**src/rtl/branch_predict_unit_if.sv**
```systemverilog
// Fetch/execute bus of the branch predict unit: fetch pc and prediction, execute-stage
// resolve inputs and the redirect back to the pc mux.
interface branch_predict_unit_if;
    logic [31:0] ifPc;
    logic        predTaken;
    logic [31:0] predTarget;
    logic        exValid;
    logic [31:0] exPc;
    logic [31:0] exPc4;
    logic [31:0] exInstr;
    logic [31:0] rs;
    logic [31:0] rt;
    logic        bcuEnable;
    logic        bcuAlways;
    logic        bcuComp;
    logic        bcuReg;
    logic        bcuEq;
    logic [2:0]  bcuCond;
    logic        exLink;
    logic        exReturn;
    logic        exPredTaken;
    logic [31:0] exPredTarget;
    logic        redirect;
    logic [31:0] redirectPc;

    modport master (
        output ifPc, exValid, exPc, exPc4, exInstr, rs, rt,
               bcuEnable, bcuAlways, bcuComp, bcuReg, bcuEq, bcuCond,
               exLink, exReturn, exPredTaken, exPredTarget,
        input  predTaken, predTarget, redirect, redirectPc
    );

    modport slave (
        input  ifPc, exValid, exPc, exPc4, exInstr, rs, rt,
               bcuEnable, bcuAlways, bcuComp, bcuReg, bcuEq, bcuCond,
               exLink, exReturn, exPredTaken, exPredTarget,
        output predTaken, predTarget, redirect, redirectPc
    );
endinterface

```
**src/rtl/branch_predict_unit.sv**
```systemverilog
// Branch predict unit: 2-bit BHT + direct-mapped BTB at fetch, branch resolve and redirect at EX.
// Define RAS_EN to add a circular return-address stack that predicts jr $31 targets.
module branch_predict_unit #(
    parameter int BHT_ENTRIES = 64,
    parameter int BTB_ENTRIES = 16,
    parameter int RAS_DEPTH   = 4
) (
    input logic           clk,
    input logic           rst,
    branch_predict_unit_if.slave bus
);
    localparam int BHT_BITS = $clog2(BHT_ENTRIES);
    localparam int BTB_BITS = $clog2(BTB_ENTRIES);
    localparam int TAG_BITS = 30 - BTB_BITS;

    logic [1:0]             bht       [BHT_ENTRIES];
    logic [BTB_ENTRIES-1:0] btbValid;
    logic [TAG_BITS-1:0]    btbTag    [BTB_ENTRIES];
    logic [31:0]            btbTarget [BTB_ENTRIES];

    logic                rsZero;
    logic                condComp;
    logic                cond;
    logic                taken;
    logic [31:0]         immExt;
    logic [31:0]         target;
    logic [31:0]         actualNext;
    logic                exUpdate;
    logic [BHT_BITS-1:0] exBhtIdx;
    logic [BTB_BITS-1:0] exBtbIdx;
    logic [TAG_BITS-1:0] exTag;

    logic [BHT_BITS-1:0] ifBhtIdx;
    logic [BTB_BITS-1:0] ifBtbIdx;
    logic [TAG_BITS-1:0] ifTag;
    logic                btbHit;
    logic [31:0]         ifPc4;

    assign rsZero   = (bus.rs == 32'd0);
    assign condComp = (bus.bcuCond[0] & rsZero)
                    | (bus.bcuCond[1] & ~bus.rs[31] & ~rsZero)
                    | (bus.bcuCond[2] & bus.rs[31]);
    assign cond     = bus.bcuComp ? condComp : (bus.bcuEq ^ (bus.rs != bus.rt));
    assign taken    = bus.bcuEnable & (bus.bcuAlways | cond);

    assign immExt     = {{14{bus.exInstr[15]}}, bus.exInstr[15:0], 2'b00};
    assign target     = bus.bcuAlways ? (bus.bcuReg ? bus.rs : {bus.exPc4[31:28], bus.exInstr[25:0], 2'b00})
                                      : bus.exPc4 + immExt;
    assign actualNext = taken ? target : bus.exPc4;

    // The redirect compares against the full predicted next pc, so a correct taken guess with a stale target still flushes.
    assign bus.redirect   = bus.exValid & (actualNext != bus.exPredTarget);
    assign bus.redirectPc = actualNext;

    assign exUpdate = bus.exValid & bus.bcuEnable;
    assign exBhtIdx = bus.exPc[BHT_BITS+1:2];
    assign exBtbIdx = bus.exPc[BTB_BITS+1:2];
    assign exTag    = bus.exPc[31:BTB_BITS+2];

    assign ifBhtIdx = bus.ifPc[BHT_BITS+1:2];
    assign ifBtbIdx = bus.ifPc[BTB_BITS+1:2];
    assign ifTag    = bus.ifPc[31:BTB_BITS+2];
    assign btbHit   = btbValid[ifBtbIdx] && (btbTag[ifBtbIdx] == ifTag);
    assign ifPc4    = bus.ifPc + 32'd4;

    always_ff @(posedge clk) begin
        if (rst) begin
            for (int i = 0; i < BHT_ENTRIES; i++) begin
                bht[i] <= 2'b01;
            end
        end else if (exUpdate) begin
            if (taken && (bht[exBhtIdx] != 2'b11)) begin
                bht[exBhtIdx] <= bht[exBhtIdx] + 2'd1;
            end else if (!taken && (bht[exBhtIdx] != 2'b00)) begin
                bht[exBhtIdx] <= bht[exBhtIdx] - 2'd1;
            end
        end
    end

    always_ff @(posedge clk) begin
        if (rst) begin
            btbValid <= '0;
        end else if (exUpdate && taken) begin
            btbValid[exBtbIdx] <= 1'b1;
        end
    end

    // Tag and target storage is gated by the valid bits, so it needs no reset.
    always_ff @(posedge clk) begin
        if (!rst && exUpdate && taken) begin
            btbTag[exBtbIdx]    <= exTag;
            btbTarget[exBtbIdx] <= target;
        end
    end

`ifdef RAS_EN
    localparam int RAS_BITS = $clog2(RAS_DEPTH);

    logic                btbRet   [BTB_ENTRIES];
    logic [31:0]         rasStack [RAS_DEPTH];
    logic [RAS_BITS-1:0] rasPtr;
    logic [RAS_BITS-1:0] rasTopIdx;
    logic [RAS_BITS:0]   rasCount;
    logic                rasPush;
    logic                rasPop;
    logic                rasHit;
    logic                unusedBits;

    assign rasPush   = bus.exValid & bus.exLink;
    assign rasPop    = bus.exValid & bus.exReturn;
    assign rasTopIdx = rasPtr - RAS_BITS'(1);

    always_ff @(posedge clk) begin
        if (!rst && exUpdate && taken) begin
            btbRet[exBtbIdx] <= bus.exReturn;
        end
    end

    always_ff @(posedge clk) begin
        if (rst) begin
            rasPtr   <= '0;
            rasCount <= '0;
        end else if (rasPush && !rasPop) begin
            rasPtr <= rasPtr + RAS_BITS'(1);
            if (rasCount != (RAS_BITS+1)'(RAS_DEPTH)) begin
                rasCount <= rasCount + (RAS_BITS+1)'(1);
            end
        end else if (rasPop && !rasPush && (rasCount != '0)) begin
            rasPtr   <= rasTopIdx;
            rasCount <= rasCount - (RAS_BITS+1)'(1);
        end
    end

    // A push writes the free slot; push and pop together overwrite the current top in place.
    always_ff @(posedge clk) begin
        if (!rst) begin
            if (rasPush && rasPop) begin
                rasStack[rasTopIdx] <= bus.exPc4;
            end else if (rasPush) begin
                rasStack[rasPtr] <= bus.exPc4;
            end
        end
    end

    assign rasHit         = btbHit && btbRet[ifBtbIdx] && (rasCount != '0);
    assign bus.predTaken  = rasHit | (btbHit & bht[ifBhtIdx][1]);
    assign bus.predTarget = rasHit ? rasStack[rasTopIdx]
                          : (bus.predTaken ? btbTarget[ifBtbIdx] : ifPc4);
    assign unusedBits     = &{1'b0, bus.exInstr[31:26], bus.exPc[1:0], bus.exPredTaken};
`else
    logic unusedBits;

    assign bus.predTaken  = btbHit & bht[ifBhtIdx][1];
    assign bus.predTarget = bus.predTaken ? btbTarget[ifBtbIdx] : ifPc4;
    assign unusedBits     = &{1'b0, bus.exInstr[31:26], bus.exPc[1:0], bus.exPredTaken,
                              bus.exLink, bus.exReturn};
`endif
endmodule
```
**src/flat_wrapper.sv**
```systemverilog
// flat-port wrapper written by rule: the top's interface ports become plain ports
module branch_predict_unit_flat 
#(
    parameter int BHT_ENTRIES = 64,
    parameter int BTB_ENTRIES = 16,
    parameter int RAS_DEPTH   = 4
)
  (clk, rst, bus_ifPc, bus_exValid, bus_exPc, bus_exPc4, bus_exInstr, bus_rs, bus_rt, bus_bcuEnable, bus_bcuAlways, bus_bcuComp, bus_bcuReg, bus_bcuEq, bus_bcuCond, bus_exLink, bus_exReturn, bus_exPredTaken, bus_exPredTarget, bus_predTaken, bus_predTarget, bus_redirect, bus_redirectPc);
  branch_predict_unit_if bus_i ();
  input logic clk;
  input logic rst;
  input wire logic [$bits(bus_i.ifPc)-1:0] bus_ifPc;
  input wire logic [$bits(bus_i.exValid)-1:0] bus_exValid;
  input wire logic [$bits(bus_i.exPc)-1:0] bus_exPc;
  input wire logic [$bits(bus_i.exPc4)-1:0] bus_exPc4;
  input wire logic [$bits(bus_i.exInstr)-1:0] bus_exInstr;
  input wire logic [$bits(bus_i.rs)-1:0] bus_rs;
  input wire logic [$bits(bus_i.rt)-1:0] bus_rt;
  input wire logic [$bits(bus_i.bcuEnable)-1:0] bus_bcuEnable;
  input wire logic [$bits(bus_i.bcuAlways)-1:0] bus_bcuAlways;
  input wire logic [$bits(bus_i.bcuComp)-1:0] bus_bcuComp;
  input wire logic [$bits(bus_i.bcuReg)-1:0] bus_bcuReg;
  input wire logic [$bits(bus_i.bcuEq)-1:0] bus_bcuEq;
  input wire logic [$bits(bus_i.bcuCond)-1:0] bus_bcuCond;
  input wire logic [$bits(bus_i.exLink)-1:0] bus_exLink;
  input wire logic [$bits(bus_i.exReturn)-1:0] bus_exReturn;
  input wire logic [$bits(bus_i.exPredTaken)-1:0] bus_exPredTaken;
  input wire logic [$bits(bus_i.exPredTarget)-1:0] bus_exPredTarget;
  output wire logic [$bits(bus_i.predTaken)-1:0] bus_predTaken;
  output wire logic [$bits(bus_i.predTarget)-1:0] bus_predTarget;
  output wire logic [$bits(bus_i.redirect)-1:0] bus_redirect;
  output wire logic [$bits(bus_i.redirectPc)-1:0] bus_redirectPc;
  assign bus_i.ifPc = bus_ifPc;
  assign bus_i.exValid = bus_exValid;
  assign bus_i.exPc = bus_exPc;
  assign bus_i.exPc4 = bus_exPc4;
  assign bus_i.exInstr = bus_exInstr;
  assign bus_i.rs = bus_rs;
  assign bus_i.rt = bus_rt;
  assign bus_i.bcuEnable = bus_bcuEnable;
  assign bus_i.bcuAlways = bus_bcuAlways;
  assign bus_i.bcuComp = bus_bcuComp;
  assign bus_i.bcuReg = bus_bcuReg;
  assign bus_i.bcuEq = bus_bcuEq;
  assign bus_i.bcuCond = bus_bcuCond;
  assign bus_i.exLink = bus_exLink;
  assign bus_i.exReturn = bus_exReturn;
  assign bus_i.exPredTaken = bus_exPredTaken;
  assign bus_i.exPredTarget = bus_exPredTarget;
  assign bus_predTaken = bus_i.predTaken;
  assign bus_predTarget = bus_i.predTarget;
  assign bus_redirect = bus_i.redirect;
  assign bus_redirectPc = bus_i.redirectPc;
  branch_predict_unit #(.BHT_ENTRIES(BHT_ENTRIES), .BTB_ENTRIES(BTB_ENTRIES), .RAS_DEPTH(RAS_DEPTH)) u_core (.clk(clk), .rst(rst), .bus(bus_i));
endmodule
```
**config.mk**
```make
export PLATFORM = sky130hd
export DESIGN_NAME = branch_predict_unit_flat
export DESIGN_NICKNAME = d
export VERILOG_FILES = /design/src/rtl/branch_predict_unit_if.sv /design/src/rtl/branch_predict_unit.sv /design/src/flat_wrapper.sv
export SDC_FILE = /design/constraint.sdc
export NUM_CORES = 2
export LEC_CHECK = 0
export ABC_AREA = 1
export CORE_MARGIN = 2
export CORE_UTILIZATION = 54
export DETAILED_ROUTE_END_ITERATION = 6
export GPL_ROUTABILITY_DRIVEN = 1
export PLACE_DENSITY = 0.77
export SLEW_MARGIN = 20
export SYNTH_ARGS = -nofsm -noshare
export SYNTH_HDL_FRONTEND = slang
export SYNTH_SLANG_ARGS = --single-unit
```
**constraint.sdc**
```tcl
create_clock -name clk -period 4.48 [get_ports clk]
set_clock_uncertainty 0.05 [all_clocks]
set_input_delay 0.448 -clock clk [delete_from_list [all_inputs] [get_ports clk]]
set_output_delay 0.448 -clock clk [all_outputs]
set_load 0.1 [all_outputs]
```
==> impl_metrics.yaml <==
logic_synthesis:
  synth_compound_area_frac: 0.124
  yosysTopAreaCellShare: 0.642
  ys.flop_type: "edfxtp_1"
  synth-simple-area-share: 0.163
  synth_top_family_by_area: "simple AND/OR/NAND/NOR gates"
  yosys-top-cells-area: "edfxtp_1 (64%), nand2_1 (5.7%), nor2_1 (5.5%), o21ai_0 (5.4%), nand3_1 (3.0%)"
  synthArstFlopShare: 0
  synthCells: 4679
  syn-num-nets: 4948
  synth_adder_area_share: 0.00800
  synth_seq_cells: 1072
  ys_seq_area_frac: 0.648
  ys_warn_count: 0
  synth_edf_count: 1056
  synthMuxAreaShare: 0
  avgSynthCellArea_um2: 10.6
  netlist_area_um2: 49400
  synth_top_area_cell: "edfxtp_1"
  synth_cell_types: 53
  synth_most_common_cell: "edfxtp_1"
  synth_xor_area_frac: 0.0106
  synth_commonest_cells: "edfxtp_1 (1056), nand2_1 (748), nor2_1 (730)"
worst_setup_path:
  crit_chain: "clkdlybuf4s50_1 > nand2_1 > clkinv_2 > buf_12 > o311ai_0 > o2111ai_1 > buf_4 > nand3_1 > nand3_1 > inv_1 > nand3b_1 > nor3_2 > nand2_2 > inv_1 > nand2_1 > nand2_1 > buf_12"
  crit_required_ns: 3.98
  r2r_cells: 11
  critPathLaunchType: "primary input"
  end_kind: "output pin"
  crit_top_cell: "nand2_1"
  crit_family: "buffers and inverters"
  reg2reg_to: "u_core.bht[40][0]$_SDFFCE_PN1P_"
  cp_max_fo: 19
  worstSetupPathType: "primary input to output pin"
  reg2reg_slack_ns: 1.34
  max_stage_delay_ns: 0.55
  crit-reg2reg-launch: "u_core.bht[43][1]$_SDFFCE_PN0P_"
  cp_slowest_cell: "clkdlybuf4s50_1"
  crit_arrival_ns: 3.92
  cp.buffers_inverters: 7
grt:
  grt_use_met3: 0.0544
  grt_pass1_vias: 37000
  grt_max_degree: 190
  track_usage: 0.310
  grtUsageMet1: 0.419
  grtUsageMet2: 0.498
  grt_pass1_wl_mm: 221
  busiest_layer: "met2"
  antenna_found_initial: 6
  grt-ovfl-total: 0
power_and_ir_drop:
  p_leak_nw: 20.7
  p_per_area_nw_per_um2: 379
  vdd_drop_max_mv: 0.289
floorplanning:
  start_util: 0.547
  die_w_um: 306
  num_io_pins: 304
  dieArea_um2: 93900
  core.rowCount: 110
  coreArea_um2: 90300
  dieHeight_um: 306
drt:
  via_per_inst: 6.23
  dr_total_vias: 38900
  first_pass_iters: 6
  drt_wl_total_mm: 149
  drt_iter0_markers: 5345
  drtAntennaViolNets: 0
  wl_per_cell_um: 23.9
  drc_errors: 0
timing:
  final_max_slew_viol_count: 0
  fmax_mhz: 226
  hold_violations: 0
  slew_headroom: 0.310
  setup_viol: 0
  min_period_over_period: 0.987
  rsz0062_at_grt: "true"
  whs_ns: 0.413
  tightest_slew_ns: 1.03
  period_needed_ns: 4.42
min_path:
  worstHoldStart: "u_core.btbValid[3]$_SDFFE_PP0P_"
  hold_end: "u_core.btbValid[3]$_SDFFE_PP0P_"
  min_path_type: "register to register"
  hold_depth: 2
layout:
  regArea_um2: 32000
  final_cells: 6241
  final_nets: 5254
  fill_cells: 6717
  fin_util: 0.648
  multi_input_area_um2: 15300
  drive_above_1_share: 0.0954
  area_growth_pct: 18.4
place:
  place.gp.congestion: 0.973
  dp.cells: 6060
  dp_hpwl_mm: 93.8
  io_buffers: 292
clock_tree:
  clk_pin_slew_ns: 0.06
  cts-hold-fix-buffers: 0
  htree_levels: 3
  cts_tree: "done"
  postCtsSetupBuffers: 0
  post_cts_resized: 0
  root_buffer: "clkbuf_16"
  cts_buffers: 98
  clock-sinks: 1072
  clock_latency_ns: 0.66
  cts_buffer_depth: 3
run:
  drv_cap: 0
status:
  outcome: "finished, final reports clean"
## kinds of logic (layout without fill, tap and decap cells)
| group | count (synthesis) | count (layout) |
|---|---|---|
| adders and majority gates | 31 | 31 |
| xor gates and xnor gates | 60 | 60 |
| other | 0 | 1 |
| DFF | 1072 | 1072 |
| AOI/OAI and AO/OA | 1037 | 1037 |
| buffers and inverters | 549 | 934 |
| and+or+nand+nor | 1930 | 1930 |
## final cells by class
cell class	instances	area share
Sequential cell	1072	0.548
Multi-Input combinational cell	3058	0.262
Timing Repair Buffer	499	0.0975
Clock buffer	129	0.0455
Tap cell	1176	0.0252
Inverter	256	0.0167
Clock inverter	50	0.00556
Antenna cell	1	0.0000428
## metrics by stage
stage | setup WS, ns | setup TNS [ns] | instance area, um^2 | power (W)
finish | 0.0594 | 0 | 58500 | 0.0222
global route | -0.0166 | -0.0168 | 58500 | 0.0228
CTS | 0.0450 | 0 | 58400 | 0.0222
detailed placement | 0.0572 | 0 | 55400 | 0.0145
global placement | -0.0151 | -0.0151 | 55400 | 0.0144
floorplan | -0.331 | -305.59 | 49400 | 0.0131
## placed cells by master, fill, tap and decap left out, drive strengths merged, types with 7 or more instances in the layout
cell type / count
o21ai: 546
edfxtp: 1056
nand4: 97
nor3: 22
a21oi: 95
xor2: 34
clkbuf: 131
a32o: 14
nor2: 738
nand3b: 7
buf: 275
o211ai: 45
nand2: 750
a22oi: 71
o221ai: 70
inv: 251
clkdlybuf4s50: 222
xnor2: 26
o22ai: 159
nand3: 296
dfxtp: 16
clkinv: 52
ha: 30
## state kept, by name, summed over array words and instances (netlist names)
name	cells
u_core.bht	128
u_core.btbTag	416
u_core.btbValid	16
u_core.btbTarget	512
## how the worst max path moves through the flow
stage                          from                              to  slack [ns]  cells past startpoint
floorplan                bus_rs[31]  u_core.btbTag[10][0]$_DFFE_PP_       -0.33                     16
global placement       bus_exPc4[4]                    bus_redirect       -0.02                     20
detailed placement     bus_exPc4[4]                    bus_redirect        0.06                     20
CTS                    bus_exPc4[4]                    bus_redirect        0.05                     20
global route        bus_exInstr[15]                    bus_redirect       -0.02                     23
finish                  bus_ifPc[5]               bus_predTarget[0]        0.06                     17
## layer usage
metal / wire (um) / vias to the layer above
met1: 55700 / 18500
met4: 6580 / 6
met3: 17300 / 399
met5: 38 / -
met2: 69800 / 2530
li1: - / 17500
## power breakdown
part	internal, W	leakage [nW]	switching, W
Clock	0.00429	1.46	0.00355
Combinational	0.00101	9.66	0.00215
Sequential	0.0112	9.58	0.0000198
Total	0.0165	20.7	0.00571
## worst register-to-register path: cells and delay by family, from the launching register on
kind | cells | cell delay (ns)
AO/OA/AOI/OAI | 5 | 0.86
flip-flops | 1 | 0.39
AND/OR/NAND/NOR | 5 | 1.27
buffers and inverters | 1 | 0.28
No activity file was read; power rests on OpenSTA's default activity.
